<file path="src/rtl/rx_frame_assembler_pkg.sv">
// Shared constants for the receive framer: FSM encodings, statistics width
// and a saturating-increment helper.
package rx_framer_pkg;

    localparam int CNT_W = 16;

    localparam logic [1:0] ST_HUNT    = 2'd0;
    localparam logic [1:0] ST_LEN     = 2'd1;
    localparam logic [1:0] ST_PAYLOAD = 2'd2;

    function automatic logic [CNT_W-1:0] satInc(input logic [CNT_W-1:0] value);
        return (&value) ? value : value + 1'b1;
    endfunction

endpackage

</file>
<file path="src/rtl/rx_frame_assembler_if.sv">
// Byte-strobe input side and AXI-Stream output side of the framer, bundled so
// the design sees the slave view and the driver/bench the master view.
interface rx_frame_assembler_if #(
    parameter int DATA_W = 8
);
    logic [DATA_W-1:0] in_data;
    logic              in_valid;
    logic [DATA_W-1:0] m_axis_tdata;
    logic              m_axis_tvalid;
    logic              m_axis_tready;
    logic              m_axis_tlast;

    modport slave (
        input  in_data, in_valid, m_axis_tready,
        output m_axis_tdata, m_axis_tvalid, m_axis_tlast
    );

    modport master (
        output in_data, in_valid, m_axis_tready,
        input  m_axis_tdata, m_axis_tvalid, m_axis_tlast
    );
endinterface

</file>
<file path="src/rtl/rx_frame_assembler_commit_fifo.sv">
// Payload FIFO with a tentative write pointer that is either committed
// (making the frame visible to the reader) or rewound (discarding it).
module rx_commit_fifo #(
    parameter int DATA_W = 8,
    parameter int DEPTH  = 16
) (
    input  logic              clk,
    input  logic              rst_n,
    input  logic              push_i,
    input  logic [DATA_W-1:0] data_i,
    input  logic              last_i,
    input  logic              commit_i,
    input  logic              rewind_i,
    input  logic              pop_i,
    output logic [DATA_W-1:0] data_o,
    output logic              last_o,
    output logic              valid_o,
    output logic              full_o
);
    localparam int AW    = $clog2(DEPTH);
    localparam int PTR_W = AW + 1;

    logic [DATA_W:0]    mem_q [DEPTH];
    logic [PTR_W-1:0]   rd_q;
    logic [PTR_W-1:0]   wrTent_q;
    logic [PTR_W-1:0]   wrCommit_q;

    always_ff @(posedge clk) begin
        if (push_i) begin
            mem_q[wrTent_q[AW-1:0]] <= {last_i, data_i};
        end
    end

    // Commit is only raised together with the push of the final byte, so it
    // publishes everything up to and including the entry being written now.
    always_ff @(posedge clk or negedge rst_n) begin
        if (!rst_n) begin
            rd_q       <= '0;
            wrTent_q   <= '0;
            wrCommit_q <= '0;
        end else begin
            if (rewind_i) begin
                wrTent_q <= wrCommit_q;
            end else if (push_i) begin
                wrTent_q <= wrTent_q + 1'b1;
            end
            if (commit_i) begin
                wrCommit_q <= wrTent_q + 1'b1;
            end
            if (pop_i) begin
                rd_q <= rd_q + 1'b1;
            end
        end
    end

    assign full_o  = (wrTent_q[AW] != rd_q[AW]) && (wrTent_q[AW-1:0] == rd_q[AW-1:0]);
    assign valid_o = (rd_q != wrCommit_q);

    // Gate the read port so the outputs are zero whenever nothing is committed.
    assign data_o = valid_o ? mem_q[rd_q[AW-1:0]][DATA_W-1:0] : '0;
    assign last_o = valid_o ? mem_q[rd_q[AW-1:0]][DATA_W]     : 1'b0;

endmodule

</file>
<file path="src/rtl/rx_frame_assembler.sv">
// Frame hunter: finds the sync byte, reads the length, buffers the payload and
// releases only complete frames on AXI-Stream; bad frames are dropped and counted.
module rx_frame_assembler
    import rx_framer_pkg::*;
#(
    parameter int          DATA_W       = 8,
    parameter int          FIFO_DEPTH   = 16,
    parameter logic [7:0]  SYNC_BYTE    = 8'hD5,
    parameter int          IDLE_TIMEOUT = 64
) (
    input  logic              aclk,
    input  logic              aresetn,
    rx_frame_assembler_if.slave io,
    output logic [CNT_W-1:0]  frames_ok,
    output logic [CNT_W-1:0]  frames_dropped
);
    localparam int REM_W  = $clog2(FIFO_DEPTH) + 1;
    localparam int IDLE_W = $clog2(IDLE_TIMEOUT + 1);

    logic [1:0]        state_q, state_d;
    logic [REM_W-1:0]  rem_q, rem_d;
    logic [IDLE_W-1:0] idle_q, idle_d;
    logic [CNT_W-1:0]  ok_q, ok_d;
    logic [CNT_W-1:0]  drop_q, drop_d;

    logic push, commit, rewind, pop;
    logic fifoFull, outValid, timeout, lenBad;

    rx_commit_fifo #(
        .DATA_W (DATA_W),
        .DEPTH  (FIFO_DEPTH)
    ) u_fifo (
        .clk      (aclk),
        .rst_n    (aresetn),
        .push_i   (push),
        .data_i   (io.in_data),
        .last_i   (rem_q == REM_W'(1)),
        .commit_i (commit),
        .rewind_i (rewind),
        .pop_i    (pop),
        .data_o   (io.m_axis_tdata),
        .last_o   (io.m_axis_tlast),
        .valid_o  (outValid),
        .full_o   (fifoFull)
    );

    assign io.m_axis_tvalid = outValid;
    assign pop              = outValid && io.m_axis_tready;

    // A byte arriving in the timeout cycle takes priority over the abort.
    assign timeout = (idle_q == IDLE_W'(IDLE_TIMEOUT)) && !io.in_valid;
    assign lenBad  = (io.in_data == '0) || (32'(io.in_data) > FIFO_DEPTH);

    always_comb begin
        state_d = state_q;
        rem_d   = rem_q;
        ok_d    = ok_q;
        drop_d  = drop_q;
        push    = 1'b0;
        commit  = 1'b0;
        rewind  = 1'b0;
        idle_d  = (state_q == ST_HUNT || io.in_valid) ? '0 : idle_q + 1'b1;

        case (state_q)
            ST_HUNT: begin
                if (io.in_valid && io.in_data == DATA_W'(SYNC_BYTE)) begin
                    state_d = ST_LEN;
                end
            end
            ST_LEN: begin
                if (io.in_valid) begin
                    if (lenBad) begin
                        drop_d  = satInc(drop_q);
                        state_d = ST_HUNT;
                    end else begin
                        rem_d   = REM_W'(io.in_data);
                        state_d = ST_PAYLOAD;
                    end
                end else if (timeout) begin
                    drop_d  = satInc(drop_q);
                    state_d = ST_HUNT;
                end
            end
            ST_PAYLOAD: begin
                if (io.in_valid) begin
                    if (fifoFull) begin
                        rewind  = 1'b1;
                        drop_d  = satInc(drop_q);
                        state_d = ST_HUNT;
                    end else begin
                        push  = 1'b1;
                        rem_d = rem_q - 1'b1;
                        if (rem_q == REM_W'(1)) begin
                            commit  = 1'b1;
                            ok_d    = satInc(ok_q);
                            state_d = ST_HUNT;
                        end
                    end
                end else if (timeout) begin
                    rewind  = 1'b1;
                    drop_d  = satInc(drop_q);
                    state_d = ST_HUNT;
                end
            end
            default: state_d = ST_HUNT;
        endcase
    end

    always_ff @(posedge aclk or negedge aresetn) begin
        if (!aresetn) begin
            state_q <= ST_HUNT;
            rem_q   <= '0;
            idle_q  <= '0;
            ok_q    <= '0;
            drop_q  <= '0;
        end else begin
            state_q <= state_d;
            rem_q   <= rem_d;
            idle_q  <= idle_d;
            ok_q    <= ok_d;
            drop_q  <= drop_d;
        end
    end

    assign frames_ok      = ok_q;
    assign frames_dropped = drop_q;

endmodule

</file>
<file path="src/flat_wrapper.sv">
// flat-port wrapper written by rule: the top's interface ports become plain ports
module rx_frame_assembler_flat import rx_framer_pkg::*;
#(
    parameter int          DATA_W       = 8,
    parameter int          FIFO_DEPTH   = 16,
    parameter logic [7:0]  SYNC_BYTE    = 8'hD5,
    parameter int          IDLE_TIMEOUT = 64
)
  (aclk, aresetn, frames_ok, frames_dropped, io_in_data, io_in_valid, io_m_axis_tready, io_m_axis_tdata, io_m_axis_tvalid, io_m_axis_tlast);
  rx_frame_assembler_if #(.DATA_W(DATA_W)) io_i ();
  input  logic aclk;
  input  logic aresetn;
  output logic [CNT_W-1:0] frames_ok;
  output logic [CNT_W-1:0] frames_dropped;
  input wire logic [$bits(io_i.in_data)-1:0] io_in_data;
  input wire logic [$bits(io_i.in_valid)-1:0] io_in_valid;
  input wire logic [$bits(io_i.m_axis_tready)-1:0] io_m_axis_tready;
  output wire logic [$bits(io_i.m_axis_tdata)-1:0] io_m_axis_tdata;
  output wire logic [$bits(io_i.m_axis_tvalid)-1:0] io_m_axis_tvalid;
  output wire logic [$bits(io_i.m_axis_tlast)-1:0] io_m_axis_tlast;
  assign io_i.in_data = io_in_data;
  assign io_i.in_valid = io_in_valid;
  assign io_i.m_axis_tready = io_m_axis_tready;
  assign io_m_axis_tdata = io_i.m_axis_tdata;
  assign io_m_axis_tvalid = io_i.m_axis_tvalid;
  assign io_m_axis_tlast = io_i.m_axis_tlast;
  rx_frame_assembler #(.DATA_W(DATA_W), .FIFO_DEPTH(FIFO_DEPTH), .SYNC_BYTE(SYNC_BYTE), .IDLE_TIMEOUT(IDLE_TIMEOUT)) u_core (.aclk(aclk), .aresetn(aresetn), .io(io_i), .frames_ok(frames_ok), .frames_dropped(frames_dropped));
endmodule
</file>
<file path="config.mk">
export PLATFORM = sky130hd
export DESIGN_NAME = rx_frame_assembler_flat
export DESIGN_NICKNAME = d
export VERILOG_FILES = /design/src/rtl/rx_frame_assembler_pkg.sv /design/src/rtl/rx_frame_assembler_if.sv /design/src/rtl/rx_frame_assembler_commit_fifo.sv /design/src/rtl/rx_frame_assembler.sv /design/src/flat_wrapper.sv
export SDC_FILE = /design/constraint.sdc
export NUM_CORES = 1
export LEC_CHECK = 0
export CAP_MARGIN = 30
export CORE_MARGIN = 2
export CORE_UTILIZATION = 40
export CTS_CLUSTER_SIZE = 16
export DETAILED_ROUTE_END_ITERATION = 8
export MAX_ROUTING_LAYER = met4
export SLEW_MARGIN = 20
export SYNTH_ARGS = -nofsm -noshare
export SYNTH_HDL_FRONTEND = slang
export SYNTH_SLANG_ARGS = --single-unit
</file>
<file path="constraint.sdc">
create_clock -name aclk -period 2.6 [get_ports aclk]
set_input_delay 0.52 -clock aclk [delete_from_list [all_inputs] [get_ports aclk]]
set_output_delay 0.52 -clock aclk [all_outputs]
set_load 0.02 [all_outputs]
</file>
# Word level (Yosys, flattened, before mapping)
# Memory sizes are Yosys's and may differ from the RTL's.
# Cells that the tools add are included.
[totals] regBits=61 latchBits=0 ramBits=144 romBits=0 input_bits=12 out_inout_bits=42 word_cells=89 mem_count=1
[classes] addsub=6 mul=0 div_mod_pow=0 n_lt_le_gt_ge=1 eq_ne=16 shift=0 n_mux=38 n_bitwise=2 reduce_logical=17
[memory_table] memory="u_core.u_fifo.mem_q" depth=16 width=9 read_ports=1 rd_clocked_by_memory_dff=0 write_ports=1 line_no="rx_frame_assembler_commit_fifo.sv:23" source="logic [DATA_W:0] mem_q [DEPTH];"
[ops] cell="$mux 16" count=6
[ops] cell="$add 16x1->16 const B" count=2
[ops] cell="$pmux 16 s2" count=1
[ops] cell="$reduce_and 16->1" count=2
[ops] cell="$mux 5" count=6
[ops] cell="$mux 1" count=14
[ops] cell="$mux 2" count=7
[ops] cell="$add 5x1->5 const B" count=2
[ops] cell="$ne 2x2->1 const B" count=5
[ops] cell="$pmux 5 s2" count=1
[ops] cell="$reduce_and 5->1" count=2
[ops] cell="$eq 8x8->1 const B" count=1
[ops] cell="$gt 8x5->1 const B" count=1
[ops] cell="$logic_not 8->1" count=1
[ops] cell="$mux 8" count=1
[ops] cell="$add 7x1->7 const B" count=1
[ops] cell="$eq 7x7->1 const B" count=1
[ops] cell="$mux 7" count=1
[ops] cell="$ne 3x2->1 const B" count=2
[ops] cell="$pmux 2 s3" count=1
[ops] cell="$eq 5x1->1 const B" count=1
[ops] cell="$ne 5x5->1" count=1
[ops] cell="$sub 5x1->5 const B" count=1
[ops] cell="$eq 4x4->1" count=1
[ops] cell="12 further kinds" count=18

# Longest topological paths before layout
# Gate-level depths: netlist of run 1.
[logic_depth] word_depth=7 ltp_mapped=10 mapped_depth_nobuf=8

# Modules after synthesis
# From an unflattened synthesis of run 1, not the netlist that was laid out.
[hier_totals] hier_cells=587 area_unflattened_um2=8959.8
[by_module_without_submodules] mod="rx_commit_fifo" instances=1 cells_per_inst=329 area_each_um2=6407.4 seq_area_each_um2=4699.5
[by_module_without_submodules] mod="rx_frame_assembler" instances=1 cells_per_inst=258 area_each_um2=2552.4 seq_area_each_um2=1151.1

# Worst setup path before layout of run 1
# No wires, ideal clock.
[synth_path] kind="register to output" startpoint="register u_core.u_fifo.rd_q[0]" endpoint="output port io_m_axis_tdata[0]" t_arrival_ns=1.938 t_required_ns=2.080 setup_slack_ns=0.142 stages_incl_launch_ff=7 n_path_buf=3 cell_sequence="dfrtp_1 buf_2 buf_6 buf_6 mux4_2 mux4_2 nor2b_1"
[synth_via] elab_chain_cells=2 word_cells_on_any_way=3 cone_classes="eq/ne (1); mux (1); memory (1)"
[synth_lines] element="start, declared" line_no="rx_frame_assembler_commit_fifo.sv:24" source="logic [PTR_W-1:0] rd_q;"
[synth_lines] element="start signal, assigned" line_no="rx_frame_assembler_commit_fifo.sv:51" source="rd_q <= rd_q + 1'b1;"
[synth_lines] element="$mem_v2 16x9 / $ne 5x5->1 (equally long branches)"
[synth_lines] element="$mux 8 *" line_no="rx_frame_assembler_commit_fifo.sv:60" source="assign data_o = valid_o ? mem_q[rd_q[AW-1:0]][DATA_W-1:0] : '0;"
[synth_lines] element="end, declared" line_no="flat_wrapper.sv:18" source="output wire logic [$bits(io_i.m_axis_tdata)-1:0] io_m_axis_tdata;"
# Every way passes the cells marked *; elsewhere a longest branch is shown, timed or not.

# Worst setup path in the final report of run 1
[layout_path] startpoint="register u_core.u_fifo.rd_q[0]" endpoint="output port io_m_axis_tdata[5]"
# The elaborated chain is that of the path after synthesis.

==> flow_summary.ini, run 1 <==
[finish]
final_area_sq_um = 11400
antenna_cells = 0
syn2layout_area_growth_pct = 27.7
final_cells = 967
nNetsFinal = 700
drive_above_1_share_pct = 27.5

[global_routing]
grt_pass1_vias = 5327
gr-total-overflow = 0
antenna_found_initial = 0
grt_pass1_wl_um = 31300
grt_max_degree = 38
grt.total_usage_pct = 17.8

[routing]
vias_per_cell = 5.47
ant_nets = 0
wl_per_cell_um = 20.9
drc = 0
vias = 5287
wirelength_um = 20300
drt_iter0_drc = 316
first_pass_iters = 5

[critical_path]
slowest_stage = mux4_2
end_kind = output pin
r2r_setup_slack_ps = 110
r2r_start = u_core.u_fifo.rd_q[0]
cp_top_family = multiplexers
setup.worst_path.start = u_core.u_fifo.rd_q[0]
max_stage_delay_ps = 510
worstPathRequired_ps = 2080
crit_buf_inv = 3
worstSetupPathType = flop to output pin
crit_fanout = 7
cp_cell_sequence = buf_12 > buf_12 > mux4_2 > mux4_2 > nor2b_1 > buf_4
arrival_ps = 2570
r2r_end = u_core.u_fifo.mem_q[0][6]
crit_path_start_kind = flop
rr_worst_depth = 11

[placement]
routabilityCongestion = 0.805
port-buffer-count = 53
placed_cells = 914
dp_hpwl_um = 12900
placed_cell_area_sq_um = 10300
place_ws_ps = -687

[timing]
min_period_ps = 3090
slew_headroom_pct = 59.1
setup_violations = 10
maxSlewViolCount = 0
tightest_slew_ps = 613
fin_tns_setup_ps = -4380
rsz0062_at_grt = yes
hold_violations = 0
finalCritPeriodShare_pct = 119
worst_slack_ps = -492
maxClockFrequency_mhz = 323
skew_ps = 21.3

[run]
drv_cap = 0

[synthesis]
synth_seq_area_share_pct = 65.6
synthArstFlopShare_pct = 29.8
netlist_area_sq_um = 8920
synth_warnings = 0
synthCells = 553
yosys.cell_types.count = 51
synth_flop_cell = edfxtp_1
ys_ff_latch = 205
synth_enable_flop_cells = 144
syn_area_per_cell_sq_um = 16.1
synth_fp_nets = 580

[power]
ir_drop_mv = 0.661
p_leak_nw = 4.26
power.density_nw_per_um2 = 954

[status]
status = finished with violations
violations = negative setup slack

[floorplanning]
core_area_sq_um = 21800
die-area_sq_um = 23500
die_y_um = 153
io_pins = 54
die-width_um = 153
rows = 54
start_util_pct = 40.9

[clocking]
ctsRootBufferMaster = clkbuf_16
cts_tree = done
clock_sinks = 205
cts_made_buffers = 23
clock_latency_ps = 530
path_clk_slew_ps = 60
clockBufferDepth = 3
cts_max_level = 1

[hold_path]
hp-class = input port to async pin
-- how the worst max path moves through the flow --
stage / slack, ps / cells after the start / to
6_report: -490 / 6 / io_m_axis_tdata[5]
5_1_grt: -560 / 6 / io_m_axis_tdata[4]
4_1_cts: -500 / 6 / io_m_axis_tdata[5]
3_5_place_dp: -690 / 6 / u_core.frames_dropped[1]
3_3_place_gp: -690 / 6 / u_core.frames_dropped[1]
2_1_floorplan: 140 / 6 / io_m_axis_tdata[0]
-- worst reg2reg max path, cell delays in order (launching register included) --
cell	delay [ps]
dfrtp_2	460
buf_12	160
buf_16	140
buf_8	120
buf_4	130
xnor2_2	130
and2_4	170
a21oi_4	200
nor2b_2	160
buf_4	140
and3b_1	210
buf_12	160
-- routing by layer --
metal | up-vias | track usage [%] | share of wire [%]
li1 | 2356 | - | -
met1 | 2739 | 24.9 | 44
met2 | 163 | 27.9 | 48
met3 | 29 | 2.50 | 5.4
met4 | 0 | 4.19 | 1.8
met5 | - | - | 0
-- sequential cells by signal, summed over array words and instances, names as in the netlist --
signal                    flops
u_core.u_fifo.wrCommit_q      5
u_core.state_q                2
u_core.frames_dropped        16
u_core.u_fifo.rd_q            5
u_core.u_fifo.wrTent_q        5
u_core.rem_q                  5
u_core.idle_q                 7
u_core.u_fifo.mem_q         144
u_core.frames_ok             16
-- timing repair --
item,in CTS,in global routing
gates cloned,2,1
setup buffers,6,5
hold buffers,0,0
resized for setup,57,33
endpoints found under the setup margin,26,80
pin swaps,2,2
-- logic make-up after synthesis --
family	Yosys count	synth area share [%]
adder cells (fa/ha/maj)	15	2.10
AO/OA/AOI/OAI	36	3.07
XOR/XNOR	53	5.20
buffers and inverters	42	2.24
AND/OR/NAND/NOR	149	9.45
multiplexers	53	12.3
flip-flops	205	65.6
-- metrics by stage --
step	power [mW]	util, %	hold slack [ps]
4_1_cts	10.6	51.4	13.6
5_1_grt	11.3	52.2	45.9
6_report	10.9	52.2	12.1
2_1_floorplan	5.97	-	224
3_5_place_dp	7.12	47.2	483
3_3_place_gp	7.04	47.2	462
-- power breakdown --
part / internal (mW) / total [mW] / switching (mW)
combinational: 2.07 / 3.69 / 1.62
sequential: 3.67 / 3.90 / 0.227
clock: 1.98 / 3.27 / 1.29
total: 7.73 / 10.9 / 3.14
-- synth_stat cells (all sizes together) (3+ instances only) --
cell    count  area (sq um)
or2         3          18.8
mux2i       3          30.0
xnor2      37           324
nand2      24          90.1
nor4b       4          41.3
a21oi      10          53.8
nor2       26          97.6
ha         15           188
mux2        5          56.3
clkbuf      9          33.8
nand2b      3          18.8
dfrtp      61          1530
nand4      14          87.6
and3b       4          35.0
and4b       4          40.0
and4        5          43.8
edfxtp    144          4320
inv        17          63.8
buf        16           103
a211o       3          26.3
mux4       45          1010
nand3      20           100
o21ai      11          55.1
nor3        6          30.0
and3       14          87.6
xor2       16           140
nor2b      13          81.3
-- final cells by class --
cell class / instances / area (sq um)
fillers: 1756 / 10400
flip-flops and latches: 205 / 5850
multi-input cells: 306 / 2950
repair buffers: 120 / 1400
clock buffers: 26 / 608
well taps: 280 / 350
clock inverters: 13 / 156
inverters: 17 / 66.3
-- cells in the final DEF (no fill, tap or decap), drive strengths merged, types with 3 or more instances in the layout --
| cell | instances |
|---|---|
| edfxtp | 144 |
| buf | 76 |
| dfrtp | 61 |
| mux4 | 45 |
| clkdlybuf4s50 | 42 |
| xnor2 | 37 |
| clkbuf | 27 |
| nor2 | 26 |
| nand2 | 24 |
| nand3 | 20 |
| inv | 19 |
| xor2 | 16 |
| ha | 15 |
| nand4 | 14 |
| and3 | 14 |
| nor2b | 13 |
| o21ai | 11 |
| a21oi | 10 |
| clkinv | 7 |
| nor3 | 6 |
| and4 | 5 |
| mux2 | 5 |
| and4b | 4 |
| and3b | 4 |
| nor4b | 4 |
| nand2b | 3 |
| a211o | 3 |
| mux2i | 3 |
| bufinv | 3 |
| or2 | 3 |
Power figures use the tool's default switching activity.
==> run 2: changes to the inputs <==
--- a/config.mk
+++ b/config.mk
@@ -6,6 +6,7 @@
 export NUM_CORES = 1
 export LEC_CHECK = 0
 export CAP_MARGIN = 30
+export CORE_ASPECT_RATIO = 1.1
 export CORE_MARGIN = 2
 export CORE_UTILIZATION = 40
 export CTS_CLUSTER_SIZE = 16
==> run 2 against run 1 <==
Compared with the run above: the run ends with negative hold slack, negative setup slack left; hold slack got worse by 17 ps; clock power is 7.6% lower; routed wire length rose by 0.29%; fmax increased by 1.4%; non-clock buffer count fell by 3; total power decreased by 4.7%.
==> flow_summary.ini, run 2 (synthesis results as in run 1) <==
[finish]
largest_reg_flops = 144
mostFrequentLayoutCells = 144 x edfxtp_1, 59 x dfrtp_1, 45 x mux4_2, 42 x clkdlybuf4s50_1, 39 x buf_4
final_cells = 980
antenna_cells = 0
final_area_sq_um = 11200
syn2layout_area_growth_pct = 25.8
fin_util_pct = 51.1
final_common_cell = edfxtp_1
nNetsFinal = 696
drive_above_1_share_pct = 26.1

[status]
violations = negative hold slack, negative setup slack
status = finished with violations

[floorplanning]
die_y_um = 161
die-width_um = 146
die-area_sq_um = 23500
core_area_sq_um = 22000
rows = 57
start_util_pct = 40.6
io_pins = 54

[global_routing]
gr-max-usage-layer = met2
gr-total-overflow = 0
grt_max_degree = 62
grt_use_met1_pct = 23.4
grt_pass1_vias = 5462
grt.total_usage_pct = 18.4
antenna_found_initial = 0
grt_util_met2_pct = 31.4
grt_pass1_wl_um = 32200
gr-usage-met3_pct = 2.64

[timing]
hold_violations = 1
worst_slack_ps = -448
skew_ps = 9.27
rsz0062_at_grt = yes
holdWs_ps = -4.70
maxClockFrequency_mhz = 328
min_period_ps = 3050
maxSlewViolCount = 0
tightest_slew_ps = 393
fin_tns_setup_ps = -3610
setup_violations = 9
slew_headroom_pct = 73.7
finalCritPeriodShare_pct = 117

[run]
drv_cap = 0

[power]
power.density_nw_per_um2 = 923
power_mw = 10.4
ir_drop_mv = 0.543
pwr-share-clk_pct = 29.1
seqPwrFrac_pct = 37.7
p_sw_mw = 3.05
p_leak_nw = 4.16
switching_share_pct = 29.5
p_int_mw = 7.30
combPwrFrac_pct = 33.2

[clocking]
clock_latency_ps = 500
cts_made_buffers = 22
clock_sinks = 205
ctsRootBufferMaster = clkbuf_16
clockBufferDepth = 3
path_clk_slew_ps = 60
cts_max_level = 1
cts_tree = done

[routing]
ant_nets = 0
vias_per_cell = 5.24
wl_per_cell_um = 20.7
drt_iter0_drc = 342
first_pass_iters = 4
vias = 5139
drc = 0
wirelength_um = 20300

[critical_path]
worstSetupPathType = flop to output pin
crit_fanout = 7
cp_top_family = multiplexers
worstPathRequired_ps = 2080
crit_path_start_kind = flop
end_kind = output pin
cp_cell_sequence = buf_12 > buf_12 > mux4_2 > mux4_2 > nor2b_4 > buf_6
slowest_stage = dfrtp_2
arrival_ps = 2530
max_stage_delay_ps = 500
crit_buf_inv = 3

[hold_path]
hp-class = input port to async pin

[placement]
placed_cell_area_sq_um = 10300
port-buffer-count = 53
placed_cells = 928
place_ws_ps = -324
routabilityCongestion = 0.798
dp_hpwl_um = 12800
## run 2: timing repair
item / 4_1_cts / 5_1_grt
pin swaps: 1 / 3
setup endpoints to repair: 10 / 13
buffers inserted: 6 / 4
hold buffers: 0 / 0
cloned: 5 / 0
gates resized for setup: 53 / 13
## run 2: layer usage
metal / wire (um) / vias up
li1: - / 2347
met1: 8530 / 2633
met2: 10400 / 130
met3: 1030 / 29
met4: 364 / 0
met5: 0 / -
## run 2: worst paths after layout
check	from	end	slack, ps	depth (start not counted)
min reg2reg	u_core.idle_q[0]	u_core.idle_q[0]	480	1
max in group asynchronous	aresetn	u_core.u_fifo.rd_q[1]	2280	2
max reg2reg	u_core.u_fifo.rd_q[1]	u_core.frames_dropped[13]	170	11
min	aresetn	u_core.frames_dropped[9]	-5	2
min in group aclk	u_core.idle_q[0]	u_core.idle_q[0]	480	1
max	u_core.u_fifo.rd_q[0]	io_m_axis_tdata[0]	-450	6
## run 2: power groups by stage
stage          sequential (mW)  combinational, mW  clock (mW)
4_1_cts                   3.90               3.47        3.09
6_report                  3.90               3.44        3.02
5_1_grt                   3.92               3.71        3.23
3_5_place_dp              3.93               3.16           0
2_1_floorplan             3.95               2.02           0
3_3_place_gp              3.92               3.10           0
## run 2: layout make-up
cell class,instances,area [sq um]
clock buffer,29,609
clock inverter,11,92.6
fill,1869,10700
inverter,17,63.8
multi-input combinational,306,2890
sequential,205,5850
tap,295,369
timing repair buffer,117,1340
==> run 3: changes to the inputs <==
--- a/config.mk
+++ b/config.mk
@@ -8,10 +8,11 @@
 export CAP_MARGIN = 30
 export CORE_ASPECT_RATIO = 1.1
 export CORE_MARGIN = 2
-export CORE_UTILIZATION = 40
+export CORE_UTILIZATION = 56
 export CTS_CLUSTER_SIZE = 16
 export DETAILED_ROUTE_END_ITERATION = 8
 export MAX_ROUTING_LAYER = met4
+export PLACE_DENSITY = 0.76
 export SLEW_MARGIN = 20
 export SYNTH_ARGS = -nofsm -noshare
 export SYNTH_HDL_FRONTEND = slang
==> run 3 against run 2 <==
Compared with the run above: the run ends with negative setup slack left; clock power shrank 2%; routed wire length grew 4.2%; critical endpoint is now io_m_axis_tlast; largest cell class unchanged; die area fell by 28%.
==> flow_summary.ini, run 3 (synthesis results as in run 1) <==
[global_routing]
grt_pass1_vias = 5524
grt.total_usage_pct = 26.4
grt_max_degree = 45
antenna_found_initial = 0
grt_pass1_wl_um = 32400
gr-total-overflow = 0

[routing]
ant_nets = 0
wirelength_um = 21200
wl_per_cell_um = 24.1
vias_per_cell = 6.04
first_pass_iters = 5
drc = 0
vias = 5299
drt_iter0_drc = 406

[clocking]
cts_made_buffers = 21
cts_max_level = 1
ctsRootBufferMaster = clkbuf_16
clock_latency_ps = 490
cts_tree = done
clockBufferDepth = 3
path_clk_slew_ps = 60
clock_sinks = 205

[critical_path]
cp_common_cell = mux4_2
cp_cell_sequence = buf_12 > buf_8 > mux4_2 > mux4_2 > nor2b_4 > buf_6
worstPathRequired_ps = 2080
worstSetupPathType = flop to output pin
max_stage_delay_ps = 520
arrival_ps = 2560
crit_fanout = 5
slowest_stage = mux4_2
crit_path_start_kind = flop
end_kind = output pin

[floorplanning]
die-width_um = 124
start_util_pct = 57.1
die_y_um = 136
core_area_sq_um = 15600
rows = 48
die-area_sq_um = 17000
io_pins = 54

[power]
p_int_mw = 7.44
ir_drop_mv = 0.706
seqPwrFrac_pct = 36.9
p_sw_mw = 3.12
switching_share_pct = 29.5
combPwrFrac_pct = 35.1
pwr-share-clk_pct = 28.0
p_leak_nw = 4.16
power.density_nw_per_um2 = 946

[timing]
fin_tns_setup_ps = -3990
rsz0062_at_grt = yes
slew_headroom_pct = 70.4
hold_violations = 0
tightest_slew_ps = 443
holdWs_ps = 490
skew_ps = 10.5
maxSlewViolCount = 0
maxClockFrequency_mhz = 324
setup_violations = 10
min_period_ps = 3080
finalCritPeriodShare_pct = 119
worst_slack_ps = -484

[finish]
antenna_cells = 0
register_area_sq_um = 5850
final_common_cell = edfxtp_1
syn2layout_area_growth_pct = 25.1
fillers = 1005
multi_input_area_sq_um = 2980
drive_above_1_share_pct = 26.4
largest_reg_flops = 144
mostFrequentLayoutCells = 144 x edfxtp_1, 59 x dfrtp_1, 45 x mux4_2, 42 x clkdlybuf4s50_1, 36 x xnor2_1
nNetsFinal = 694

[status]
status = finished with violations
violations = negative setup slack

[placement]
port-buffer-count = 53
dp_hpwl_um = 12300
routabilityCongestion = 0.782

[hold_path]
hp-class = input port to async pin

[run]
drv_cap = 0
## run 3: changes by cell type in the layout (fill, tap and decap cells not counted), moves of 2 or more
cell and delta:
buf_4 -11, buf_6 +9, buf_8 +2, bufinv_16 +2, clkbuf_4 -3, clkinv_1 +2
clkinv_2 -4, clkinvlp_4 -2, nor2b_1 -5, nor2b_4 +5, nor3_1 -2
## run 3: stage by stage
stage               std cells  utilization, %  worst slack, ps  total power [mW]  area [sq um]
CTS                       878            71.2             -541              10.4         11100
detailed placement        829            65.2             -263              7.05         10200
finish                    878            71.4             -484              10.6         11200
global placement          829            65.2             -249              6.97         10200
global route              878            71.4             -517              11.0         11200
floorplan                 553               -              142              5.97          8920
## run 3: final cells by class
type	count	share of cell area (%)
multi-input cells	306	26.7
clock buffers	25	4.85
inverters	17	0.594
clock inverters	9	1.12
repair buffers	116	12.0
well taps	200	2.24
flip-flops and latches	205	52.5
## run 3: routing by layer
layer  share of wire (%)  routed length [um]  global-route usage (%)  vias up
met5                   0                   0                       -        -
met4                 3.3                 704                    9.05        0
met3                 5.2                1090                    3.46       45
met2                  53               11200                    46.7      198
met1                  38                8130                    31.8     2718
li1                    -                   -                       -     2338
## run 3: what timing repair did
| item | in CTS | in global routing |
|---|---|---|
| pin swaps | 2 | 1 |
| resized for setup | 74 | 25 |
| endpoints found under the hold margin | 17 | 0 |
| hold buffers | 1 | 0 |
| buffers inserted | 13 | 3 |
| endpoints found under the setup margin | 10 | 170 |
| gates cloned | 3 | 1 |
## run 3: worst paths after layout
check                                      start                        end  slack, ps  cells past startpoint
hold / removal                           aresetn   u_core.frames_dropped[9]        490                      2
min in group aclk           u_core.frames_ok[10]       u_core.frames_ok[10]        490                      1
max in group asynchronous                aresetn      u_core.u_fifo.rd_q[0]       1530                      3
setup reg to reg           u_core.u_fifo.rd_q[0]  u_core.u_fifo.mem_q[0][1]        100                     10
hold reg to reg             u_core.frames_ok[10]       u_core.frames_ok[10]        490                      1
setup / recovery           u_core.u_fifo.rd_q[0]            io_m_axis_tlast       -480                      6
## run 3: power by group through the flow
stage | Combinational (mW) | Sequential, mW | Clock (mW)
final | 3.71 | 3.89 | 2.96
after global routing | 3.92 | 3.91 | 3.12
after CTS | 3.54 | 3.88 | 2.98
after detailed placement | 3.12 | 3.92 | 0
after global placement | 3.06 | 3.91 | 0
after floorplan | 2.02 | 3.95 | 0
## run 3: worst max-delay path: cells and delay by family (launching register included)
family                 cells  cell delay (ps)
AND/OR/NAND/NOR            1              150
multiplexers               2             1010
flip-flops                 1              490
buffers and inverters      3              420
